## src/rtl/pcie_tx_arbiter.sv

```systemverilog
// Packet-atomic round-robin arbiter sharing the PCIe TX AXI-stream between the
// completion engine (src0), the DMA write engine (src1) and core config TLPs.
module pcie_tx_arbiter #(
    parameter logic [5:0] MIN_BUF_AV   = 6'd2,
    parameter int         CFG_PRIORITY = 1
) (
    input  logic        clk,
    input  logic        rst,
    input  logic        i_user_lnk_up,
    input  logic [31:0] i_src0_tdata,
    input  logic [3:0]  i_src0_tkeep,
    input  logic [3:0]  i_src0_tuser,
    input  logic        i_src0_tlast,
    input  logic        i_src0_tvalid,
    output logic        o_src0_tready,
    input  logic [31:0] i_src1_tdata,
    input  logic [3:0]  i_src1_tkeep,
    input  logic [3:0]  i_src1_tuser,
    input  logic        i_src1_tlast,
    input  logic        i_src1_tvalid,
    output logic        o_src1_tready,
    output logic [31:0] o_tx_tdata,
    output logic [3:0]  o_tx_tkeep,
    output logic [3:0]  o_tx_tuser,
    output logic        o_tx_tlast,
    output logic        o_tx_tvalid,
    input  logic        i_tx_tready,
    input  logic [5:0]  i_tx_buf_av,
    input  logic        i_tx_cfg_req,
    output logic        o_tx_cfg_gnt,
    output logic [1:0]  o_active_src,
    output logic [15:0] o_src0_pkt_count,
    output logic [15:0] o_src1_pkt_count,
    output logic [15:0] o_drop_count
);

    typedef struct packed {
        logic [31:0] tdata;
        logic [3:0]  tkeep;
        logic [3:0]  tuser;
        logic        tlast;
    } beat_t;

    typedef enum logic [2:0] {
        IDLE   = 3'd0,
        SRC0   = 3'd1,
        SRC1   = 3'd2,
        CFG    = 3'd3,
        FLUSH0 = 3'd4,
        FLUSH1 = 3'd5
    } state_t;

    state_t      state_q, state_d;
    logic        last_src_q, last_src_d;
    logic [15:0] src0_cnt_q, src1_cnt_q, drop_cnt_q;

    beat_t [1:0] src_beat;
    beat_t       tx_beat;
    logic  [1:0] src_vld;
    logic  [1:0] src_rdy;
    logic  [1:0] pkt_done;
    logic        pkt_drop;
    logic        any_vld;
    logic        sel;
    logic        pick;

    assign src_beat[0] = {i_src0_tdata, i_src0_tkeep, i_src0_tuser, i_src0_tlast};
    assign src_beat[1] = {i_src1_tdata, i_src1_tkeep, i_src1_tuser, i_src1_tlast};
    assign src_vld     = {i_src1_tvalid, i_src0_tvalid};
    assign any_vld     = |src_vld;

    always_comb begin
        state_d      = state_q;
        last_src_d   = last_src_q;
        tx_beat      = '0;
        o_tx_tvalid  = 1'b0;
        src_rdy      = 2'b00;
        o_tx_cfg_gnt = 1'b0;
        o_active_src = 2'b00;
        pkt_done     = 2'b00;
        pkt_drop     = 1'b0;
        pick         = 1'b0;
        sel          = (state_q == SRC1) || (state_q == FLUSH1);

        case (state_q)
            IDLE: begin
                if (i_tx_cfg_req && ((CFG_PRIORITY != 0) || !any_vld)) begin
                    state_d = CFG;
                end else if (i_user_lnk_up && (i_tx_buf_av >= MIN_BUF_AV) && any_vld) begin
                    // On a tie the source not served last wins.
                    pick       = (&src_vld) ? ~last_src_q : src_vld[1];
                    last_src_d = pick;
                    state_d    = pick ? SRC1 : SRC0;
                end
            end
            SRC0, SRC1: begin
                tx_beat      = src_beat[sel];
                o_tx_tvalid  = src_vld[sel];
                src_rdy[sel] = i_tx_tready;
                o_active_src = sel ? 2'b10 : 2'b01;
                // A completed packet takes precedence over a simultaneous link drop.
                if (src_vld[sel] && i_tx_tready && src_beat[sel].tlast) begin
                    pkt_done[sel] = 1'b1;
                    state_d       = IDLE;
                end else if (!i_user_lnk_up) begin
                    state_d = sel ? FLUSH1 : FLUSH0;
                end
            end
            FLUSH0, FLUSH1: begin
                src_rdy[sel] = 1'b1;
                if (src_vld[sel] && src_beat[sel].tlast) begin
                    pkt_drop = 1'b1;
                    state_d  = IDLE;
                end
            end
            CFG: begin
                o_tx_cfg_gnt = 1'b1;
                o_active_src = 2'b11;
                if (!i_tx_cfg_req) state_d = IDLE;
            end
            default: state_d = IDLE;
        endcase
    end

    always_ff @(posedge clk or posedge rst) begin
        if (rst) begin
            state_q    <= IDLE;
            last_src_q <= 1'b1;
            src0_cnt_q <= '0;
            src1_cnt_q <= '0;
            drop_cnt_q <= '0;
        end else begin
            state_q    <= state_d;
            last_src_q <= last_src_d;
            if (pkt_done[0]) src0_cnt_q <= src0_cnt_q + 16'd1;
            if (pkt_done[1]) src1_cnt_q <= src1_cnt_q + 16'd1;
            if (pkt_drop)    drop_cnt_q <= drop_cnt_q + 16'd1;
        end
    end

    assign o_tx_tdata       = tx_beat.tdata;
    assign o_tx_tkeep       = tx_beat.tkeep;
    assign o_tx_tuser       = tx_beat.tuser;
    assign o_tx_tlast       = tx_beat.tlast;
    assign o_src0_tready    = src_rdy[0];
    assign o_src1_tready    = src_rdy[1];
    assign o_src0_pkt_count = src0_cnt_q;
    assign o_src1_pkt_count = src1_cnt_q;
    assign o_drop_count     = drop_cnt_q;

endmodule
```

## config.mk

```make
export PLATFORM = sky130hd
export DESIGN_NAME = pcie_tx_arbiter
export DESIGN_NICKNAME = d
export VERILOG_FILES = /design/src/rtl/pcie_tx_arbiter.sv
export SDC_FILE = /design/constraint.sdc
export NUM_CORES = 1
export LEC_CHECK = 0
export BUFFER_PORTS_ARGS = -buffer_cell sky130_fd_sc_hd__buf_4
export CAP_MARGIN = 20
export CORE_MARGIN = 2
export CORE_UTILIZATION = 44
export CTS_BUF_LIST = sky130_fd_sc_hd__clkbuf_4 sky130_fd_sc_hd__clkbuf_8 sky130_fd_sc_hd__clkbuf_16
export DETAILED_ROUTE_END_ITERATION = 10
export PLACE_DENSITY = 0.89
export SYNTH_ARGS = -nofsm -noshare
export SYNTH_HDL_FRONTEND = slang
export SYNTH_SLANG_ARGS = --single-unit
```

## constraint.sdc

```tcl
create_clock -name clk -period 2.6 [get_ports clk]
set_input_delay 0 -clock clk [delete_from_list [all_inputs] [get_ports clk]]
set_output_delay 0 -clock clk [all_outputs]
set_load 0.03 [all_outputs]
```

==> impl_metrics.json, run 1 <==
{
  "netlist_area_um2": 3223,
  "yosysSeqAreaShare_pct": 40.41,
  "wl_per_cell_um": 14.38,
  "crit_buf_inv": 2,
  "synth.distinct_cells": 46,
  "postSynthCellCount": 388,
  "min_from": "i_user_lnk_up",
  "grt.overflow.total": 0,
  "die_width_um": 89.59,
  "slew_headroom_pct": 63.30,
  "dp_worst_setup_slack_ns": 0.3073,
  "hold_class": "input pin to register",
  "start_util_pct": 44.92,
  "p_sw_mw": 2.225,
  "worst_slew_pin_slew_ns": 0.5485,
  "peakVddDrop_v": 0.0007103,
  "rsz0062_at_grt": "false",
  "drv_slew": 0,
  "min_to": "state_q[2]",
  "grt_pass1_vias": 2918,
  "ys_seq_elements": 52,
  "status": "completed",
  "global_route.usage.met3_pct": 5.759,
  "ff2ff_path_depth": 6,
  "min_delay_path_depth": 3,
  "timing.fmax_mhz": 413.3,
  "via_per_inst": 5.097,
  "nNetsFinal": 667,
  "setup_viol": 0,
  "syn_nets": 486,
  "p_clk_share_pct": 10.7,
  "p_leak_nw": 2.571,
  "dpl_cell_area_um2": 4715,
  "crit_type": "register to output pin",
  "max_cap_violations": 0,
  "slowest_delay_ns": 0.53,
  "drt-total-wl_mm": 9.622,
  "gp_congestion": 0.8906,
  "fin_area_um2": 4837,
  "finalHoldViolCount": 0,
  "avgSynthCellArea_um2": 8.307,
  "pwr-share-seq_pct": 23.8,
  "layout_setup_ws_ns": 0.1802,
  "vias": 3410,
  "antenna_found_initial": 0,
  "cts_root_buf": "clkbuf_8",
  "numCtsBuffers": 5,
  "cts_max_path_buffers": 2,
  "comb_power_share_pct": 65.5,
  "reg2reg_slack_ns": 0.26,
  "p_sw_share_pct": 50.87,
  "cp_slowest_cell": "dfrtp_1",
  "async_flop_share_pct": 100.0,
  "period_minus_slack_ns": 2.420,
  "syn_to_final_growth_pct": 50.08,
  "grt_max_degree": 53,
  "grt_first_pass_wirelength_mm": 14.21,
  "path_cells": "nor2b_1, nor2b_1, or2_4, buf_12, nand2_1, a21oi_1, buf_4",
  "drtIter0Drc": 119,
  "critPathMaxFanout": 30,
  "die-area_um2": 8025,
  "crit_arrival_ns": 2.42,
  "finalClockSkew_ns": 0.006633,
  "reg2reg_from": "state_q[2]",
  "dp_hpwl_mm": 7.472,
  "cts_tree": "built",
  "fillers": 578,
  "most-common-layout-cells": "buf_4 (194), nand2_1 (95), dfrtp_1 (51)",
  "final_common_cell": "buf_4",
  "clkTransAtPathRegs_ns": 0.09,
  "htreeDepth": 2,
  "drive_gt1_share_pct": 38.07,
  "path_common_cell": "nor2b_1",
  "layout_worst_path_cycle_share_pct": 93.07,
  "grt_use_total_pct": 22.44,
  "crit_required_ns": 2.60,
  "tns_ns": 0,
  "gr-usage-met2_pct": 33.49,
  "ys_warn_count": 0,
  "end_kind": "output pin",
  "clkSinkCount": 52,
  "ant_nets": 0,
  "synth_edf_count": 0,
  "drc": 0,
  "synth_top_flop_cell": "dfrtp_1",
  "grtUsageMet1_pct": 33.20,
  "worst_r2r_endpoint": "state_q[1]",
  "clock_latency_ns": 0.31,
  "crit_path_start_kind": "register",
  "die_h_um": 89.59,
  "critical-path-top-delay-family": "simple AND/OR/NAND/NOR gates",
  "antenna_cells": 0,
  "p_int_mw": 2.149,
  "power_density_nw_per_um2": 904.2,
  "row_count": 31,
  "io_buffers": 188,
  "cts_setup_buffers": 0,
  "dr.pass1.iters": 5,
  "top_usage_layer": "met2",
  "pin_count": 190,
  "core-area_um2": 7176
}
## worst min-delay path, delay by kind of cell
kind,cells,cell delay (ns)
AOI/OAI and AO/OA,1,0.16
buffers and inverters,1,0.09
and+or+nand+nor,1,0.04
## power groups by stage
stage | registers [mW] | clock network (mW) | logic, mW
global placement | 1.05 | 0 | 2.79
detailed placement | 1.05 | 0 | 2.85
finish | 1.04 | 0.467 | 2.86
CTS | 1.04 | 0.481 | 2.85
global route | 1.06 | 0.521 | 3.08
floorplan | 1.14 | 0 | 1.78
## routing by layer
metal  wire length (um)  part of all wire (%)
met5                  0                     0
met4                 43                  0.45
met2               4625                    48
met1               4228                    44
met3                725                   7.5
## synth_stat cells, types with 2 or more instances
library cell / count / area, um^2
nand2_1: 95 / 356.6
dfrtp_1: 51 / 1276
a21oi_1: 42 / 210.2
xor2_1: 25 / 219.0
nor2_1: 21 / 78.83
nand3_1: 20 / 100.1
xnor2_1: 20 / 175.2
clkbuf_1: 17 / 63.81
nor3_1: 10 / 50.05
and3_1: 9 / 56.30
and4_1: 7 / 61.31
inv_1: 6 / 22.52
nand4_1: 6 / 37.54
mux2_2: 5 / 56.30
nand2b_1: 5 / 31.28
and2_1: 4 / 25.02
nor4_1: 4 / 25.02
buf_6: 3 / 33.78
ha_1: 3 / 37.54
nor2b_1: 3 / 18.77
nor3b_1: 3 / 22.52
buf_2: 2 / 10.01
nand3b_1: 2 / 15.01
o32ai_1: 2 / 17.52
or4_1: 2 / 15.01
## cell type report
class | instances | area (um^2) | share of cell area (%)
clock inverter | 3 | 21.27 | 0.4397
timing repair buffer | 197 | 1506 | 31.14
inverter | 6 | 22.52 | 0.4656
sequential | 52 | 1303 | 26.93
clock buffer | 5 | 68.82 | 1.423
tap | 99 | 123.9 | 2.561
multi-input combinational | 307 | 1792 | 37.04
## repair_timing
item / CTS / global route
hold buffers: 1 / 0
endpoints found under the hold margin: 51 / 0
resized for setup: 0 / 1
endpoints found under the setup margin: 0 / 11
## worst max-delay path by stage
stage                    end  depth (start not counted)  startpoint
3_3_place_gp      state_q[0]                          6  state_q[2]
4_1_cts        o_tx_tuser[3]                          7  state_q[2]
2_1_floorplan  o_tx_tdata[0]                          8  state_q[1]
5_1_grt        o_tx_tdata[3]                          7  state_q[2]
6_report       o_tx_tuser[3]                          7  state_q[2]
3_5_place_dp      state_q[0]                          6  state_q[2]
## cell families (layout without fill, tap and decap cells)
group                      Yosys count  after routing  synth area share, %
xor gates and xnor gates            45             45                12.23
DFF                                 52             52                40.41
buffers and inverters               29            211                4.153
AOI/OAI and AO/OA                   55             55                10.40
and+or+nand+nor                    197            197                29.23
adders and majority gates            3              3                1.165
muxes                                7              7                2.407
## state kept, by name, summed over array words and instances, names as in the netlist
signal	count
o_src0_pkt_count	16
o_drop_count	16
state_q	3
last_src_q	1
o_src1_pkt_count	16
## metrics by stage
stage               std cells  hold slack (ns)  utilization (%)  power [mW]
global route              669          0.01926            67.41       4.668
floorplan                 388           0.2236                -       2.915
CTS                       668          0.01818            67.10       4.375
detailed placement        659           0.3353            65.70       3.902
finish                    669          0.02916            67.41       4.374
global placement          659           0.3130            65.70       3.834
No activity file was read; power rests on OpenSTA's default activity.
==> inputs of run 2 (changes only) <==
--- a/config.mk
+++ b/config.mk
@@ -6,12 +6,12 @@
 export NUM_CORES = 1
 export LEC_CHECK = 0
 export BUFFER_PORTS_ARGS = -buffer_cell sky130_fd_sc_hd__buf_4
-export CAP_MARGIN = 20
 export CORE_MARGIN = 2
 export CORE_UTILIZATION = 44
 export CTS_BUF_LIST = sky130_fd_sc_hd__clkbuf_4 sky130_fd_sc_hd__clkbuf_8 sky130_fd_sc_hd__clkbuf_16
 export DETAILED_ROUTE_END_ITERATION = 10
 export PLACE_DENSITY = 0.89
+export REMOVE_ABC_BUFFERS = 1
 export SYNTH_ARGS = -nofsm -noshare
 export SYNTH_HDL_FRONTEND = slang
 export SYNTH_SLANG_ARGS = --single-unit
==> run 2 against run 1 <==
Effect of this change:
- design area rose by 0.21%
- highest routed layer unchanged
- clock power rose by 1%
- hold slack improved by 0.0084 ns
- sequential power barely moved
- final cell count rose by 0.15%
- via count rose by 2.7%
- first-iteration DRC count rose by 7.6%
- critical path depth did not move
- critical endpoint is now o_tx_tkeep[2]
- fmax fell by 0.55%
==> impl_metrics.json, run 2 (synthesis gave the netlist of run 1 again) <==
{
  "grt_max_degree": 53,
  "worst_slew_pin_slew_ns": 1.061,
  "cts_setup_buffers": 0,
  "slew_headroom_pct": 29.19,
  "dp_cells": 661,
  "layout_worst_path_cycle_share_pct": 93.58,
  "antenna_found_initial": 0,
  "tns_ns": 0,
  "max_cap_violations": 0,
  "die_width_um": 89.59,
  "die_h_um": 89.59,
  "htreeDepth": 2,
  "via_per_inst": 5.227,
  "row_count": 31,
  "path_cells": "nor2b_1, nor2b_2, or2_4, buf_12, nand2_1, a21oi_1, buf_4",
  "power_density_nw_per_um2": 932.0,
  "vias": 3502,
  "most-common-layout-cells": "buf_4 (195), nand2_1 (95), dfrtp_1 (51)",
  "multi_input_area_um2": 1794,
  "crit_arrival_ns": 2.43,
  "dpl_cell_area_um2": 4742,
  "fin_area_um2": 4847,
  "start_util_pct": 44.92,
  "dp_worst_setup_slack_ns": 0.3181,
  "clkSinkCount": 52,
  "critical-path-top-delay-family": "simple AND/OR/NAND/NOR gates",
  "timing.fmax_mhz": 411.0,
  "total_power_mw": 4.518,
  "wl_per_cell_um": 16.93,
  "dr.pass1.iters": 4,
  "grt_use_total_pct": 25.47,
  "min_to": "state_q[2]",
  "antenna_cells": 0,
  "grt_first_pass_wirelength_mm": 15.46,
  "drc": 0,
  "cts_tree": "built",
  "p_leak_nw": 2.577,
  "clkTransAtPathRegs_ns": 0.09,
  "fillers": 580,
  "ant_nets": 0,
  "core-area_um2": 7176,
  "hold_class": "input pin to register",
  "drtIter0Drc": 128,
  "period_minus_slack_ns": 2.433,
  "min_delay_path_depth": 3,
  "gp_congestion": 0.8650,
  "pin_count": 190,
  "syn_to_final_growth_pct": 50.39,
  "finalClockSkew_ns": 0.01651,
  "finalHoldViolCount": 0,
  "cp_slowest_cell": "dfrtp_1",
  "peakVddDrop_v": 0.0006371,
  "final_common_cell": "buf_4",
  "drt-total-wl_mm": 11.35,
  "crit_required_ns": 2.60,
  "reg2reg_slack_ns": 0.29,
  "worst_r2r_endpoint": "state_q[1]",
  "layout_setup_ws_ns": 0.1669,
  "dp_hpwl_mm": 8.926,
  "min_from": "i_user_lnk_up",
  "nNetsFinal": 668,
  "numCtsBuffers": 5,
  "crit_buf_inv": 2,
  "drive_gt1_share_pct": 38.35,
  "slowest_delay_ns": 0.51,
  "reg2reg_from": "state_q[2]",
  "io_buffers": 188,
  "crit_type": "register to output pin",
  "drv_slew": 0,
  "grt_pass1_vias": 3069,
  "final_cells": 670,
  "crit_path_start_kind": "register",
  "ff2ff_path_depth": 6,
  "seqCellArea_um2": 1303,
  "critPathMaxFanout": 25,
  "clock_latency_ns": 0.31,
  "rsz0062_at_grt": "false",
  "path_depth": 7,
  "setup_viol": 0,
  "cts_max_path_buffers": 2,
  "grt.overflow.total": 0,
  "cts_root_buf": "clkbuf_8",
  "status": "completed",
  "end_kind": "output pin",
  "die-area_um2": 8025
}
[run 2: cell types whose count changed in the layout (fill, tap and decap cells not counted)]
cell / change
buf_4: +1
nor2b_1: -1
nor2b_2: +1
[run 2: metrics by stage]
step                      utilization (%)  hold WS (ns)
after global placement              66.09        0.3214
after global routing                67.55       0.03217
after CTS                           67.48       0.03188
after floorplan                         -        0.2236
after detailed placement            66.09        0.3296
final                               67.55       0.03755
[run 2: repair_timing]
action                                  CTS  global route
hold buffers                              1             0
gates resized for setup                   0             2
endpoints found under the setup margin    0             6
endpoints found under the hold margin    31             0
[run 2: metal layers]
metal	global-route usage [%]	routed length (um)
met5	0	0
met4	7.191	307
met3	5.759	915
met2	46.52	5837
met1	29.81	4286
[run 2: layout make-up]
class | count | area share (%)
inverters | 6 | 0.4646
repair buffers | 198 | 31.23
multi-input cells | 307 | 37.02
well taps | 99 | 2.556
clock buffers | 5 | 1.420
flip-flops and latches | 52 | 26.87
clock inverters | 3 | 0.4388
[run 2: worst max-delay path by stage]
stage | start | endpoint | slack [ns]
after detailed placement | state_q[2] | state_q[1] | 0.32
after CTS | state_q[2] | o_tx_tkeep[2] | 0.10
after global routing | state_q[2] | o_tx_tkeep[2] | 0.03
after floorplan | state_q[1] | o_tx_tdata[0] | -0.37
after global placement | state_q[2] | state_q[0] | 0.37
final | state_q[1] | o_tx_tkeep[2] | 0.17
[run 2: worst min-delay path, cell delays in order]
cell	delay, ns
buf_4	0.10
nor2_1	0.04
o22a_1	0.16
[run 2: power by group]
group | total (mW) | switching, mW | internal [mW]
registers | 1.05 | 0.142 | 0.908
logic | 3.00 | 1.91 | 1.09
clock network | 0.472 | 0.280 | 0.192
==> inputs of run 3 (changes only) <==
--- a/config.mk
+++ b/config.mk
@@ -12,6 +12,7 @@
 export DETAILED_ROUTE_END_ITERATION = 10
 export PLACE_DENSITY = 0.89
 export REMOVE_ABC_BUFFERS = 1
+export SKIP_CTS_REPAIR_TIMING = 1
 export SYNTH_ARGS = -nofsm -noshare
 export SYNTH_HDL_FRONTEND = slang
 export SYNTH_SLANG_ARGS = --single-unit
==> constraint.sdc (replaced) <==
create_clock -name clk -period 2.6 [get_ports clk]
set_input_delay 0.13 -clock clk [delete_from_list [all_inputs] [get_ports clk]]
set_output_delay 0.13 -clock clk [all_outputs]
set_load 0.03 [all_outputs]
==> run 3 against run 2 <==
Effect of this change:
- final cell count is 0.30% lower
- highest routed layer unchanged
- sequential power hardly changed
- die area stayed put
==> impl_metrics.json, run 3 (synthesis gave the netlist of run 1 again) <==
{
  "status": "completed",
  "rsz0062_at_grt": "false",
  "io_buffers": 188,
  "setup_viol": 0,
  "grt_use_total_pct": 25.84,
  "layout_worst_path_cycle_share_pct": 94.10,
  "drt-total-wl_mm": 11.34,
  "antenna_found_initial": 0,
  "fin_area_um2": 4846,
  "clkTransAtPathRegs_ns": 0.11,
  "htreeDepth": 2,
  "end_kind": "output pin",
  "row_count": 31,
  "antenna_cells": 0,
  "timing.fmax_mhz": 408.7,
  "grt.overflow.total": 0,
  "drc": 0,
  "path_common_cell": "nor2b_2",
  "grt_first_pass_wirelength_mm": 15.70,
  "drive_gt1_share_pct": 38.84,
  "grt_max_degree": 53,
  "multi_input_area_um2": 1802,
  "crit_type": "register to output pin",
  "cts_tree": "built",
  "cp_slowest_cell": "dfrtp_2",
  "path_cells": "nor2b_2, nor2b_2, or2_4, buf_12, nand2_1, a21oi_1, buf_4",
  "grt_pass1_vias": 3189,
  "peakVddDrop_v": 0.0005952,
  "gp_congestion": 0.8966,
  "drv_slew": 0,
  "die_width_um": 89.59,
  "die_h_um": 89.59,
  "crit_arrival_ns": 2.32,
  "final_common_cell": "buf_4",
  "nNetsFinal": 666,
  "worst_slew_pin_slew_ns": 1.069,
  "finalClockSkew_ns": 0.01701,
  "slew_headroom_pct": 28.66,
  "vias": 3555,
  "dr.pass1.iters": 5,
  "clkSinkCount": 52,
  "grtUsageMet1_pct": 29.38,
  "drtIter0Drc": 155,
  "dp_cells": 660,
  "fin_util_pct": 67.53,
  "finalHoldViolCount": 0,
  "tns_ns": 0,
  "dp_hpwl_mm": 8.963,
  "cts_root_buf": "clkbuf_8",
  "crit_required_ns": 2.47,
  "power_density_nw_per_um2": 938.2,
  "critPathMaxFanout": 28,
  "crit_path_start_kind": "register",
  "dpl_cell_area_um2": 4735,
  "cts_max_path_buffers": 2,
  "most-common-layout-cells": "buf_4 (194), nand2_1 (95), dfrtp_1 (49)",
  "ant_nets": 0,
  "pin_count": 190,
  "core-area_um2": 7176,
  "fillers": 570,
  "syn_to_final_growth_pct": 50.35,
  "gr-usage-met2_pct": 45.92,
  "hold_class": "input pin to asynchronous set/reset pin",
  "global_route.usage.met3_pct": 6.216,
  "max_cap_violations": 0,
  "start_util_pct": 44.92,
  "top_usage_layer": "met2",
  "p_leak_nw": 2.570,
  "period_minus_slack_ns": 2.447,
  "wl_per_cell_um": 16.98,
  "clock_latency_ns": 0.33,
  "seqCellArea_um2": 1305,
  "numCtsBuffers": 5,
  "final_cells": 668,
  "slowest_delay_ns": 0.51,
  "die-area_um2": 8025,
  "via_per_inst": 5.322
}
==> run 3: power by group <==
| part | total [mW] | switching (mW) | internal, mW |
|---|---|---|---|
| registers | 1.06 | 0.146 | 0.911 |
| clock network | 0.503 | 0.304 | 0.198 |
| logic | 2.99 | 1.90 | 1.08 |
| total | 4.55 | 2.36 | 2.19 |
==> run 3: worst paths after layout <==
| check | startpoint | depth (start not counted) | to | slack [ns] |
|---|---|---|---|---|
| setup / recovery | state_q[2] | 7 | o_tx_tkeep[2] | 0.15 |
| hold / removal | rst | 2 | o_src0_pkt_count[7] | 0.07 |
| setup reg to reg | state_q[2] | 6 | state_q[1] | 0.30 |
| hold reg to reg | o_src1_pkt_count[15] | 1 | o_src1_pkt_count[15] | 0.47 |
| max in group asynchronous | rst | 2 | state_q[2] | 1.79 |
| min in group clk | i_user_lnk_up | 3 | state_q[2] | 0.16 |
==> run 3: layer usage <==
layer	up-vias	wire length (um)
met5	-	0
met4	0	460
met3	31	1044
met2	177	5753
met1	1673	4084
li1	1674	-
==> run 3: per-stage QoR <==
stage	setup WS (ns)	total power, mW	hold slack (ns)
floorplan	-0.5016	2.790	0.3574
global placement	0.3500	3.963	0.4478
detailed placement	0.2657	4.021	0.4590
CTS	-0.08733	4.526	0.1155
global route	0.01126	4.772	0.1582
finish	0.1533	4.547	0.07198
==> run 3: cell type report <==
class                   count  area share, %
well taps                  99          2.556
flip-flops and latches     52          26.93
inverters                   6         0.4648
clock inverters             3         0.5680
repair buffers            196          30.88
clock buffers               5          1.420
multi-input cells         307          37.18
==> run 3: critical path, delay by kind of cell (launching register included) <==
| kind | cells | cell delay [ns] |
|---|---|---|
| flops | 1 | 0.51 |
| buf+inv | 2 | 0.40 |
| compound gates | 1 | 0.23 |
| simple gates | 4 | 0.87 |
